==> src/rtl/falafel_mem_arbiter.sv <==
// falafel_mem_arbiter
//
// Shares one falafel memory port between NUM_REQ requesters (index 0 is the
// falafel core, the rest are host/debug style ports). Requests are granted
// round-robin and forwarded combinationally, so the arbiter adds no latency.
// Memory answers every accepted request exactly once and strictly in order.
// An in-order tag FIFO remembers which requester issued each in-flight
// transaction, and each memory response is steered back to that requester.
//
// Ports
//   clk_i, rst_i              clock, asynchronous active-high reset
//   req_val_i / req_rdy_o     per-requester request handshake
//   req_is_write_i            per-requester 1 = write, 0 = read
//   req_addr_i, req_data_i    per-requester address and write data
//   rsp_val_o / rsp_rdy_i     per-requester response handshake
//   rsp_data_o                response data, broadcast, qualified by rsp_val_o
//   mem_req_*                 request channel towards memory
//   mem_rsp_*                 response channel from memory
//   outstanding_o             number of in-flight transactions (FIFO count)
//   err_unexpected_rsp_o      sticky: memory responded with nothing in flight

module falafel_mem_arbiter #(
    parameter int unsigned NUM_REQ         = 2,
    parameter int unsigned DATA_W          = 64,
    parameter int unsigned MAX_OUTSTANDING = 4,
    parameter int unsigned IDX_W           = $clog2(NUM_REQ)
) (
    input  logic                           clk_i,
    input  logic                           rst_i,

    // Requester side
    input  logic [NUM_REQ-1:0]             req_val_i,
    output logic [NUM_REQ-1:0]             req_rdy_o,
    input  logic [NUM_REQ-1:0]             req_is_write_i,
    input  logic [NUM_REQ-1:0][DATA_W-1:0] req_addr_i,
    input  logic [NUM_REQ-1:0][DATA_W-1:0] req_data_i,
    output logic [NUM_REQ-1:0]             rsp_val_o,
    input  logic [NUM_REQ-1:0]             rsp_rdy_i,
    output logic [DATA_W-1:0]              rsp_data_o,

    // Memory request channel
    output logic                           mem_req_val_o,
    input  logic                           mem_req_rdy_i,
    output logic                           mem_req_is_write_o,
    output logic [DATA_W-1:0]              mem_req_addr_o,
    output logic [DATA_W-1:0]              mem_req_data_o,

    // Memory response channel
    input  logic                           mem_rsp_val_i,
    output logic                           mem_rsp_rdy_o,
    input  logic [DATA_W-1:0]              mem_rsp_data_i,

    // Status
    output logic [$clog2(MAX_OUTSTANDING):0] outstanding_o,
    output logic                           err_unexpected_rsp_o
);

    localparam int unsigned PtrW = $clog2(MAX_OUTSTANDING);
    localparam int unsigned CntW = PtrW + 1;
    // One extra bit so rr_ptr + offset can exceed NUM_REQ before folding.
    localparam int unsigned SumW = IDX_W + 1;

    // ------------------------------------------------------------------
    // State
    // ------------------------------------------------------------------
    logic [IDX_W-1:0] rr_ptr_q, rr_ptr_d;
    logic             lock_q, lock_d;
    logic [IDX_W-1:0] lock_idx_q, lock_idx_d;
    logic [PtrW-1:0]  wr_ptr_q, wr_ptr_d;
    logic [PtrW-1:0]  rd_ptr_q, rd_ptr_d;
    logic [CntW-1:0]  count_q, count_d;
    logic             err_q, err_d;
    logic [IDX_W-1:0] tag_mem_q [MAX_OUTSTANDING];

    // ------------------------------------------------------------------
    // Combinational helpers
    // ------------------------------------------------------------------
    logic             fifo_full;
    logic             fifo_empty;
    logic [IDX_W-1:0] head_idx;

    logic             arb_found;
    logic [IDX_W-1:0] arb_idx;
    logic [SumW-1:0]  cand_sum;

    logic             grant_val;
    logic [IDX_W-1:0] grant_idx;

    // Request/response qualifiers before reset gating. These feed the state
    // update; only the port outputs are gated by rst_i.
    logic             req_fwd;
    logic             rsp_acc;
    logic             push;
    logic             pop;

    assign fifo_full  = (count_q == CntW'(MAX_OUTSTANDING));
    assign fifo_empty = (count_q == '0);
    assign head_idx   = tag_mem_q[rd_ptr_q];

    // Round-robin search: first valid requester at or after rr_ptr_q,
    // wrapping modulo NUM_REQ (NUM_REQ need not be a power of two).
    always_comb begin : arb_search
        arb_found = 1'b0;
        arb_idx   = '0;
        cand_sum  = '0;
        for (int unsigned i = 0; i < NUM_REQ; i++) begin
            cand_sum = SumW'(rr_ptr_q) + SumW'(i);
            if (cand_sum >= SumW'(NUM_REQ)) begin
                cand_sum = cand_sum - SumW'(NUM_REQ);
            end
            if (!arb_found && req_val_i[cand_sum[IDX_W-1:0]]) begin
                arb_found = 1'b1;
                arb_idx   = cand_sum[IDX_W-1:0];
            end
        end
    end

    // A stalled request keeps its grant so memory sees a stable request.
    assign grant_idx = lock_q ? lock_idx_q : arb_idx;
    assign grant_val = lock_q ? req_val_i[lock_idx_q] : arb_found;

    // Push is refused while full even if a pop happens in the same cycle,
    // which keeps the full flag independent of the response path.
    assign req_fwd = grant_val & ~fifo_full;
    assign push    = req_fwd & mem_req_rdy_i;
    assign rsp_acc = ~fifo_empty & rsp_rdy_i[head_idx];
    assign pop     = mem_rsp_val_i & rsp_acc;

    // ------------------------------------------------------------------
    // State register
    // ------------------------------------------------------------------
    always_ff @(posedge clk_i or posedge rst_i) begin : state_reg
        if (rst_i) begin
            rr_ptr_q   <= '0;
            lock_q     <= 1'b0;
            lock_idx_q <= '0;
            wr_ptr_q   <= '0;
            rd_ptr_q   <= '0;
            count_q    <= '0;
            err_q      <= 1'b0;
        end else begin
            rr_ptr_q   <= rr_ptr_d;
            lock_q     <= lock_d;
            lock_idx_q <= lock_idx_d;
            wr_ptr_q   <= wr_ptr_d;
            rd_ptr_q   <= rd_ptr_d;
            count_q    <= count_d;
            err_q      <= err_d;
        end
    end

    // Tag storage needs no reset: entries are only read while count_q > 0.
    always_ff @(posedge clk_i) begin : tag_store
        if (push) begin
            tag_mem_q[wr_ptr_q] <= grant_idx;
        end
    end

    // ------------------------------------------------------------------
    // Next-state logic
    // ------------------------------------------------------------------
    always_comb begin : next_state
        rr_ptr_d   = rr_ptr_q;
        lock_d     = lock_q;
        lock_idx_d = lock_idx_q;
        wr_ptr_d   = wr_ptr_q;
        rd_ptr_d   = rd_ptr_q;
        count_d    = count_q;
        err_d      = err_q;

        // Round-robin pointer moves past the requester just served.
        if (push) begin
            if (grant_idx == IDX_W'(NUM_REQ - 1)) begin
                rr_ptr_d = '0;
            end else begin
                rr_ptr_d = grant_idx + IDX_W'(1);
            end
        end

        // Lock on a presented-but-stalled request, release on handshake.
        if (push) begin
            lock_d = 1'b0;
        end else if (req_fwd && !mem_req_rdy_i) begin
            lock_d     = 1'b1;
            lock_idx_d = grant_idx;
        end

        // Tag FIFO pointers wrap naturally; the count is kept separately.
        if (push) begin
            wr_ptr_d = wr_ptr_q + PtrW'(1);
        end
        if (pop) begin
            rd_ptr_d = rd_ptr_q + PtrW'(1);
        end
        unique case ({push, pop})
            2'b10:   count_d = count_q + CntW'(1);
            2'b01:   count_d = count_q - CntW'(1);
            default: count_d = count_q;
        endcase

        if (mem_rsp_val_i && fifo_empty) begin
            err_d = 1'b1;
        end
    end

    // ------------------------------------------------------------------
    // Outputs
    // ------------------------------------------------------------------
    // Handshake outputs are forced low while rst_i is asserted so the
    // reset values appear immediately, even with requesters still valid.
    always_comb begin : outputs
        req_rdy_o = '0;
        rsp_val_o = '0;

        if (req_fwd && mem_req_rdy_i && !rst_i) begin
            req_rdy_o[grant_idx] = 1'b1;
        end
        if (mem_rsp_val_i && !fifo_empty && !rst_i) begin
            rsp_val_o[head_idx] = 1'b1;
        end

        mem_req_val_o      = req_fwd & ~rst_i;
        mem_req_is_write_o = req_is_write_i[grant_idx];
        mem_req_addr_o     = req_addr_i[grant_idx];
        mem_req_data_o     = req_data_i[grant_idx];

        mem_rsp_rdy_o      = rsp_acc & ~rst_i;
        rsp_data_o         = mem_rsp_data_i;

        outstanding_o        = count_q;
        err_unexpected_rsp_o = err_q;
    end

endmodule

==> config.mk <==
export PLATFORM = sky130hd
export DESIGN_NAME = falafel_mem_arbiter
export DESIGN_NICKNAME = d
export VERILOG_FILES = /design/src/rtl/falafel_mem_arbiter.sv
export SDC_FILE = /design/constraint.sdc
export NUM_CORES = 1
export LEC_CHECK = 0
export ABC_AREA = 1
export ABC_CLOCK_PERIOD_IN_PS = 2400
export BUFFER_PORTS_ARGS = -buffer_cell sky130_fd_sc_hd__clkbuf_2
export CAP_MARGIN = 20
export CORE_AREA = 2 2 207 209
export DETAILED_ROUTE_END_ITERATION = 10
export DIE_AREA = 0 0 209 211
export SKIP_LAST_GASP = 1
export SLEW_MARGIN = 25
export SYNTH_ARGS = -nofsm -noshare
export SYNTH_HDL_FRONTEND = slang
export SYNTH_SLANG_ARGS = --single-unit
==> constraint.sdc <==
create_clock -name clk_i -period 2.4 [get_ports clk_i]
set_input_delay 0.24 -clock clk_i [delete_from_list [all_inputs] [get_ports clk_i]]
set_output_delay 0.24 -clock clk_i [all_outputs]
set_load 0.02 [all_outputs]
Yosys cells after proc, flatten, opt, wreduce, memory -nomap -nowiden
Memories as Yosys holds them, arrays and structs flattened.
Cells that the tools add are included.
{"block": "totals", "reg_bits": 11, "ram_bits": 4, "output_inout_bits": 203, "mem_count": 1}
{"block": "classes", "addsub": 8, "order_cmp": 9, "n_eq_ne": 3, "n_mux": 34, "bitwise": 10, "n_reduce_logical": 17}
{"memory": "tag_mem_q", "words": 4, "width": 1, "rd": 1, "rd_clocked_by_memory_dff": 0, "write_ports": 1, "line_no": "73", "text": "logic [IDX_W-1:0] tag_mem_q [MAX_OUTSTANDING];"}
{"cell": "two-way mux 64 bit", "n": 4}
{"cell": "two-way mux 1 bit", "n": 25}
{"cell": "< comparator 1 x 2 -> 1 bit, second input constant", "n": 5}
{"cell": "logical AND 1 bit", "n": 9}
{"cell": "bitwise AND 1 bit", "n": 6}
{"cell": "case mux 3 bit (2 select lines)", "n": 1}
{"cell": "adder 2 x 1 -> 2 bit, second input constant", "n": 2}
{"cell": "zero test 1 bit", "n": 4}
{"cell": "two-way mux 2 bit", "n": 2}
{"cell": "NOT 1 bit", "n": 4}
{"cell": "nonzero test 2 bit", "n": 2}
{"cell": "adder 3 x 1 -> 3 bit, second input constant", "n": 1}
{"cell": "equality test 3 bit, second input constant", "n": 1}
{"cell": "zero test 3 bit", "n": 1}
{"cell": "subtractor 3 x 1 -> 3 bit, second input constant", "n": 1}
{"cell": "adder 1 x 1 -> 2 bit, second input constant", "n": 1}
{"cell": "demux 1 bit (select 1 bit)", "n": 2}
{"cell": "equality test 2 x 1 -> 1 bit, second input constant", "n": 1}
{"cell": "equality test 2 bit, second input constant", "n": 1}
{"cell": ">= comparator 1 bit, second input constant", "n": 2}
{"cell": ">= comparator 1 x 2 -> 1 bit, second input constant", "n": 1}
{"cell": ">= comparator 2 bit, second input constant", "n": 1}
{"cell": "AND reduction 2 bit", "n": 1}
{"cell": "subtractor 1 bit, second input constant", "n": 2}
{"cell": "adder 1 bit, second input constant", "n": 1}

Longest topological paths before layout
Gate-level depths: netlist (run 1).
{"block": "depth", "ltp_word": 14, "depth_mapped": 13, "ltp_nobuf": 13}

Worst setup path before layout (run 1)
OpenSTA, ideal clock, no wires.
{"block": "synth_timing", "kind": "register to register", "start": "register count_q[0], in the netlist outstanding_o[0]", "end": "register count_q[2], in the netlist outstanding_o[2]", "setup_ns": 0.131, "t_arrival_ns": 1.915, "setup_slack_ns": 0.354, "stages_incl_launch_ff": 11, "path_buffers": 1, "cell_sequence": "dfrtp_1 -> inv_1 -> nand3_1 -> nand3_1 -> buf_2 -> ha_1 -> inv_1 -> fa_1 -> a21oi_1 -> o21ai_0 -> xnor2_1"}
{"block": "synth_via", "elab_chain_len": 6, "word_cells_on_any_way": 14, "cone_classes": "2 x add/sub; 3 x eq/ne; 1 x mux; 6 x bitwise; 2 x reduce/logical"}
{"item": "start, declared", "line_no": "71", "text": "logic [CntW-1:0] count_q, count_d;"}
{"item": "start signal, assigned", "line_no": "147", "text": "count_q <= count_d;"}
{"item": "equality test 3 bit / zero test 3 bit (equally long branches)", "line_no": "96, 97"}
{"item": "NOT 1 bit, on equally long branches", "line_no": "124, 126"}
{"item": "bitwise AND 1 bit, on equally long branches", "line_no": "124, 126"}
{"item": "bitwise AND 1 bit, on equally long branches", "line_no": "125, 127"}
{"item": "equality test 2 x 1 -> 1 bit / equality test 2 bit (equally long branches)", "line_no": "195", "text": "unique case ({push, pop})"}
{"item": "case mux 3 bit (2 select lines) / nonzero test 2 bit (equally long branches)"}
Parallel ways exist; a longest one is shown, timed or not.
A chain may end at the register's enable or synchronous reset.

Worst setup path after layout (run 1)
{"block": "layout_timing", "start": "register rd_ptr_q[0]", "end": "register count_q[2], in the netlist outstanding_o[2]"}
{"block": "layout_via", "elab_chain_len": 7, "word_cells_on_any_way": 9, "cone_classes": "2 x eq/ne; 3 x mux; 2 x bitwise; 1 x reduce/logical; 1 x memory"}
{"item": "start, declared", "line_no": "70", "text": "logic [PtrW-1:0] rd_ptr_q, rd_ptr_d;"}
{"item": "start signal, assigned", "line_no": "146", "text": "rd_ptr_q <= rd_ptr_d;"}
{"item": "memory read (4 x 1 bit) *"}
{"item": "two-way mux 1 bit (implied by the code) * (2 in series)", "line_no": "126", "text": "assign rsp_acc = ~fifo_empty & rsp_rdy_i[head_idx];"}
{"item": "bitwise AND 1 bit *", "line_no": "126"}
{"item": "bitwise AND 1 bit *", "line_no": "127", "text": "assign pop = mem_rsp_val_i & rsp_acc;"}
{"item": "via pop", "line_no": "94", "text": "logic pop;"}
{"item": "equality test 2 x 1 -> 1 bit / equality test 2 bit (equally long branches)", "line_no": "195"}
{"item": "case mux 3 bit (2 select lines) / nonzero test 2 bit (equally long branches)"}
Mark *: on every way through the listed nets, which the timed path passes. The rest lies on a longest branch. The select of a mux whose other input is x is not followed.

==> flow_summary.json, run 1 <==
{
  "ctsHoldBuffers": 0,
  "final_cells": 1446,
  "cts_tree": "built",
  "yosysTopAreaCell": "nand2_1",
  "synth_ff_type": "dfrtp_1",
  "cts_sinks": 15,
  "ys_types": 24,
  "drt_iter0_markers": 81,
  "port_buffers": 404,
  "netlist_top_cells_count": "nand2_1, nand2_2, buf_4",
  "fp.coreArea_um2": 41760,
  "wl_met1_um": 4899,
  "area.growth.synth_to_final_pct": 66.09,
  "avgSynthCellArea_um2": 5.605,
  "finalSetupViolations": 0,
  "power-per-cell-area_nw_per_um2": 1145,
  "grt_first_pass_wirelength_um": 22760,
  "critPathRequiredTime_ps": 2520,
  "first_pass_iters": 4,
  "synth-seq-cells": 15,
  "synth-edff-count": 4,
  "start_util_pct": 7.811,
  "ys_top_cells_by_area": "nand2_1, nand2_2, buf_4",
  "cp.arrival_ps": 2270,
  "run_status": "finished clean",
  "yosysTopAreaCellShare_pct": 37.97,
  "ioPinCount": 533,
  "layout-drive-gt1-share_pct": 55.36,
  "fmax_ghz": 0.4670,
  "clock_skew_ps": 6.069,
  "hold_viol_final": 0,
  "tightest_slew_ps": 392.5,
  "start_kind": "flip-flop",
  "cts_buffers": 3,
  "dp_cells": 1440,
  "clk_pin_slew_ps": 50,
  "leakagePower_nw": 3.394,
  "cts_max_path_buffers": 2,
  "ir_drop_mv": 0.5538,
  "top_layer_used": "met5",
  "holdWs_ps": 29.55,
  "grt_max_degree": 76,
  "nets": 1242,
  "chipWidth_um": 209,
  "relSlewSlack_pct": 73.83,
  "max-cap-violations": 0,
  "final_util_pct": 12.97,
  "first_global_vias": 4089,
  "cts_htree_levels": 1,
  "antenna_found_initial": 4,
  "min_period_over_period_pct": 89.21,
  "gr-total-overflow": 0,
  "wl_met2_um": 8263,
  "vias": 4498,
  "syn_area_um2": 3262,
  "rsz0062_at_grt": "no",
  "avgRoutedWirePerCell_um": 11.50,
  "place_congestion": 0.8008,
  "crit_path_end_kind": "flip-flop",
  "wl_met3_um": 2429,
  "async_flop_share_pct": 73.33,
  "worstSetupPathType": "reg -> reg",
  "dieHeight_um": 211,
  "hold_class": "in -> async",
  "drc": 0,
  "rows": 75,
  "drtAntennaViolNets": 0,
  "fillers": 4959,
  "viasPerCell": 3.111,
  "finalSetupTns_ps": 0,
  "grt_usage_pct": 6.844,
  "synth_most_common_cell": "nand2_1",
  "netlist_instances": 582,
  "slew_viol_final": 0,
  "root_buffer": "clkbuf_16",
  "yosys_warnings": 0,
  "crit_fanout": 5,
  "routed_wl_um": 16630,
  "clkLatencyLatePin_ps": 250,
  "cts_setup_buffers": 0,
  "period_needed_ps": 2141,
  "die_area_um2": 44100,
  "dpl.hpwl_um": 15080,
  "synthesis.nets": 918,
  "ys_seq_area_share_pct": 12.12
}
flip-flops by register name, indices dropped and copies added (netlist names):
signal,flops
lock_q,1
err_unexpected_rsp_o,1
wr_ptr_q,2
tag_mem_q,4
lock_idx_q,1
outstanding_o,3
rr_ptr_q,1
rd_ptr_q,2
per-stage QoR:
| step | power (mW) | cell area [um^2] | setup WS [ps] |
|---|---|---|---|
| 2_1_floorplan | 4.485 | 3262 | 354.4 |
| 4_1_cts | 6.283 | 5403 | 207.8 |
| 6_report | 6.206 | 5418 | 258.9 |
| 3_5_place_dp | 5.941 | 5324 | 238.4 |
| 5_1_grt | 6.763 | 5415 | 15.94 |
| 3_3_place_gp | 5.948 | 5324 | 196.7 |
metal layers:
| layer | GRT usage (%) | up-vias |
|---|---|---|
| li1 | - | 2316 |
| met1 | 5.605 | 1788 |
| met2 | 13.06 | 362 |
| met3 | 3.434 | 28 |
| met4 | 4.064 | 4 |
| met5 | 0 | - |
layout make-up:
cell class	count	area [um^2]	share of cell area, %
clock buffers	4	78.83	1.455
repair buffers	413	2152	39.72
multi-input cells	453	2032	37.51
diodes	2	5.005	0.09238
inverters	20	80.08	1.478
flip-flops and latches	15	395.4	7.298
well taps	539	674.4	12.45
worst max-delay path: stages, from the launching register on:
cell and delay, ps:
dfrtp_1 420, inv_1 110, nand2_1 70, nand3_2 80, nand2_1 80, nand2_1 90, nand3_1 120, inv_1 90
ha_1 140, inv_1 60, fa_1 370, a21oi_1 140, o21ai_0 110, xnor2_1 140
report_power, final:
| group | switching (mW) | internal (mW) |
|---|---|---|
| Combinational | 3.70 | 1.72 |
| Sequential | 0.0790 | 0.377 |
| Clock | 0.101 | 0.225 |
cells by family (layout without fill, tap and decap cells):
logic type / count (synthesis) / after routing / synth area share (%)
other: 0 / 2 / 0
flip-flops: 15 / 15 / 12.12
AO/OA/AOI/OAI: 10 / 10 / 1.611
adder cells (fa/ha/maj): 6 / 6 / 2.532
buffers and inverters: 114 / 437 / 25.97
AND/OR/NAND/NOR: 433 / 433 / 56.69
XOR/XNOR: 4 / 4 / 1.074
worst paths after layout:
kind,startpoint,endpoint,slack (ps),depth (start not counted)
min,rst_i,lock_q,30,3
min reg2reg,err_unexpected_rsp_o,err_unexpected_rsp_o,460,1
max,rd_ptr_q[0],outstanding_o[2],260,13
min in group clk_i,mem_rsp_val_i,err_unexpected_rsp_o,220,2
max in group asynchronous,rst_i,lock_idx_q,2220,3
max reg2reg,rd_ptr_q[0],outstanding_o[2],260,13
placed cells by master, fill, tap and decap left out:
| cell type | Yosys | layout |
|---|---|---|
| inv_6 | 0 | 1 |
| nand2_1 | 330 | 330 |
| nand2_2 | 80 | 80 |
| nor3_1 | 4 | 4 |
| a21o_1 | 1 | 1 |
| o21ai_0 | 6 | 6 |
| nand3_2 | 0 | 2 |
| dfrtp_1 | 11 | 11 |
| ha_1 | 5 | 5 |
| and2_4 | 0 | 1 |
| diode_2 | 0 | 2 |
| inv_1 | 18 | 18 |
| fa_1 | 1 | 1 |
| xor2_1 | 2 | 2 |
| buf_12 | 9 | 5 |
| inv_2 | 1 | 1 |
| nand3b_1 | 1 | 1 |
| buf_4 | 65 | 4 |
| a21oi_1 | 3 | 3 |
| clkbuf_16 | 0 | 3 |
| xnor2_1 | 2 | 2 |
| nand3_1 | 10 | 8 |
| nor2_1 | 7 | 7 |
| clkbuf_1 | 4 | 1 |
| edfxtp_1 | 4 | 4 |
| clkbuf_2 | 0 | 404 |
what timing repair did:
action / CTS / global route
resized for setup: 0 / 2
setup endpoints to repair: 0 / 1
hold endpoints to repair: 0 / 0
(Power assumes the default switching activity.)
==> inputs of run 2 (changes only) <==
--- a/config.mk
+++ b/config.mk
@@ -12,6 +12,7 @@
 export CORE_AREA = 2 2 207 209
 export DETAILED_ROUTE_END_ITERATION = 10
 export DIE_AREA = 0 0 209 211
+export REMOVE_ABC_BUFFERS = 1
 export SKIP_LAST_GASP = 1
 export SLEW_MARGIN = 25
 export SYNTH_ARGS = -nofsm -noshare
==> run 2 against run 1 <==
Net effect:
- die area unchanged
- via count is 1.6% higher
- clock skew fell by 4.7 ps
- first-iteration DRC count rose to 2.7 times the previous value
- worst hold slack gained 7.6 ps
- global-route usage grew 1.4 points
- routed wire length up 19%
- setup slack improved by 14 ps
- flip-flop and latch count did not move
- non-clock buffer count grew 4
- highest routed layer unchanged
==> flow_summary.json, run 2 (synthesis results as in run 1) <==
{
  "run_status": "finished clean",
  "nets": 1246,
  "cts_buffers": 3,
  "grt_first_pass_wirelength_um": 26620,
  "worstSetupPathType": "reg -> reg",
  "cts_tree": "built",
  "holdWs_ps": 37.17,
  "cp.arrival_ps": 2260,
  "ctsHoldBuffers": 0,
  "clkLatencyLatePin_ps": 240,
  "p_int_mw": 2.348,
  "drt_iter0_markers": 220,
  "r2r_slack_ps": 270,
  "start_kind": "flip-flop",
  "final_cells": 1448,
  "combPwrFrac_pct": 87.4,
  "dieHeight_um": 211,
  "relSlewSlack_pct": 75.78,
  "fp.coreArea_um2": 41760,
  "die_area_um2": 44100,
  "clk_pin_slew_ps": 50,
  "fillers": 4888,
  "gr-total-overflow": 0,
  "regMostFlops": "tag_mem_q",
  "start_util_pct": 7.811,
  "regArea_um2": 396.6,
  "grt_max_degree": 73,
  "ir_drop_mv": 0.4430,
  "period_needed_ps": 2127,
  "slew_viol_final": 0,
  "antenna_cells": 0,
  "dpl.hpwl_um": 17420,
  "crit_fanout": 5,
  "switchingPower_mw": 3.892,
  "finalWorstSetupSlack_ps": 272.7,
  "clock_power_share_pct": 5.3,
  "largest_reg_flops": 4,
  "finalSetupTns_ps": 0,
  "avgRoutedWirePerCell_um": 13.67,
  "dp_cells": 1444,
  "layout_common_cells": "clkbuf_2, nand2_1, nand2_2, inv_1, dfrtp_1",
  "vias": 4572,
  "rsz0062_at_grt": "no",
  "drtAntennaViolNets": 0,
  "place_congestion": 0.7776,
  "min_period_over_period_pct": 88.64,
  "multi_input_area_um2": 2032,
  "first_pass_iters": 5,
  "cts_htree_levels": 1,
  "final_common_cell": "clkbuf_2",
  "seq_power_share_pct": 7.4,
  "sw_frac_of_total_pct": 62.37,
  "chipWidth_um": 209,
  "first_global_vias": 4064,
  "layout-drive-gt1-share_pct": 55.78,
  "rows": 75,
  "fmax_ghz": 0.4701,
  "finalSetupViolations": 0,
  "routed_wl_um": 19790,
  "port_buffers": 404,
  "critPathRequiredTime_ps": 2530,
  "cts_sinks": 15,
  "viasPerCell": 3.157,
  "cts_max_path_buffers": 2,
  "area.growth.synth_to_final_pct": 66.63,
  "drc": 0,
  "hold_class": "in -> async",
  "crit_path_end_kind": "flip-flop",
  "max-cap-violations": 0,
  "root_buffer": "clkbuf_16",
  "tightest_slew_ps": 363.4,
  "ioPinCount": 533,
  "grt_usage_pct": 8.240,
  "power-per-cell-area_nw_per_um2": 1148,
  "hold_viol_final": 0,
  "clock_skew_ps": 1.343,
  "leakagePower_nw": 3.408,
  "dp_slack_ps": 219.8,
  "antenna_found_initial": 0
}
==> run 2: power by group through the flow <==
stage / clock, mW / sequential, mW / combinational, mW
finish: 0.328 / 0.462 / 5.45
global route: 0.344 / 0.478 / 5.98
CTS: 0.332 / 0.459 / 5.51
detailed placement: 0 / 0.464 / 5.50
global placement: 0 / 0.457 / 5.50
floorplan: 0 / 0.483 / 3.51
==> run 2: stage by stage <==
stage | power [mW] | util, % | cell area [um^2]
finish | 6.240 | 13.02 | 5435
CTS | 6.305 | 12.99 | 5424
global placement | 5.957 | 12.79 | 5341
floorplan | 3.993 | - | 2492
global route | 6.798 | 13.02 | 5435
detailed placement | 5.959 | 12.79 | 5341
==> run 2: cell type report <==
type | count | share of cell area (%)
clock buffer | 3 | 1.381
clock inverter | 1 | 0.1381
inverter | 20 | 1.473
multi-input combinational | 453 | 37.38
sequential | 15 | 7.297
tap | 539 | 12.41
timing repair buffer | 417 | 39.92
==> run 2: timing repair <==
action                     CTS  global route
buffers inserted             0             0
setup endpoints to repair    0             1
gates resized for setup      0             3
==> run 2: routing by layer <==
metal | share of wire (%) | vias up | GRT usage [%]
met5 | 2.4 | - | 7.786
met4 | 0.39 | 10 | 0.4680
met3 | 20 | 16 | 7.597
met2 | 39 | 344 | 11.01
met1 | 39 | 1882 | 9.343
li1 | - | 2320 | -
==> run 2: final timing paths <==
check,startpoint,end,cells past startpoint
min reg2reg,err_unexpected_rsp_o,err_unexpected_rsp_o,1
max,rd_ptr_q[0],outstanding_o[2],13
min in group clk_i,mem_rsp_val_i,err_unexpected_rsp_o,2
max in group asynchronous,rst_i,rd_ptr_q[0],3
max reg2reg,rd_ptr_q[0],outstanding_o[2],13
min,rst_i,outstanding_o[1],3
==> run 2: worst max-delay path: stages, from the launching register on <==
cell and delay, ps:
dfrtp_2 430, inv_1 100, nand2_1 70, nand3_2 90, nand2_1 90, nand2_1 80, nand3_1 110, inv_1 80
ha_1 130, inv_1 70, fa_1 390, a21oi_1 140, o21ai_0 110, xnor2_1 130
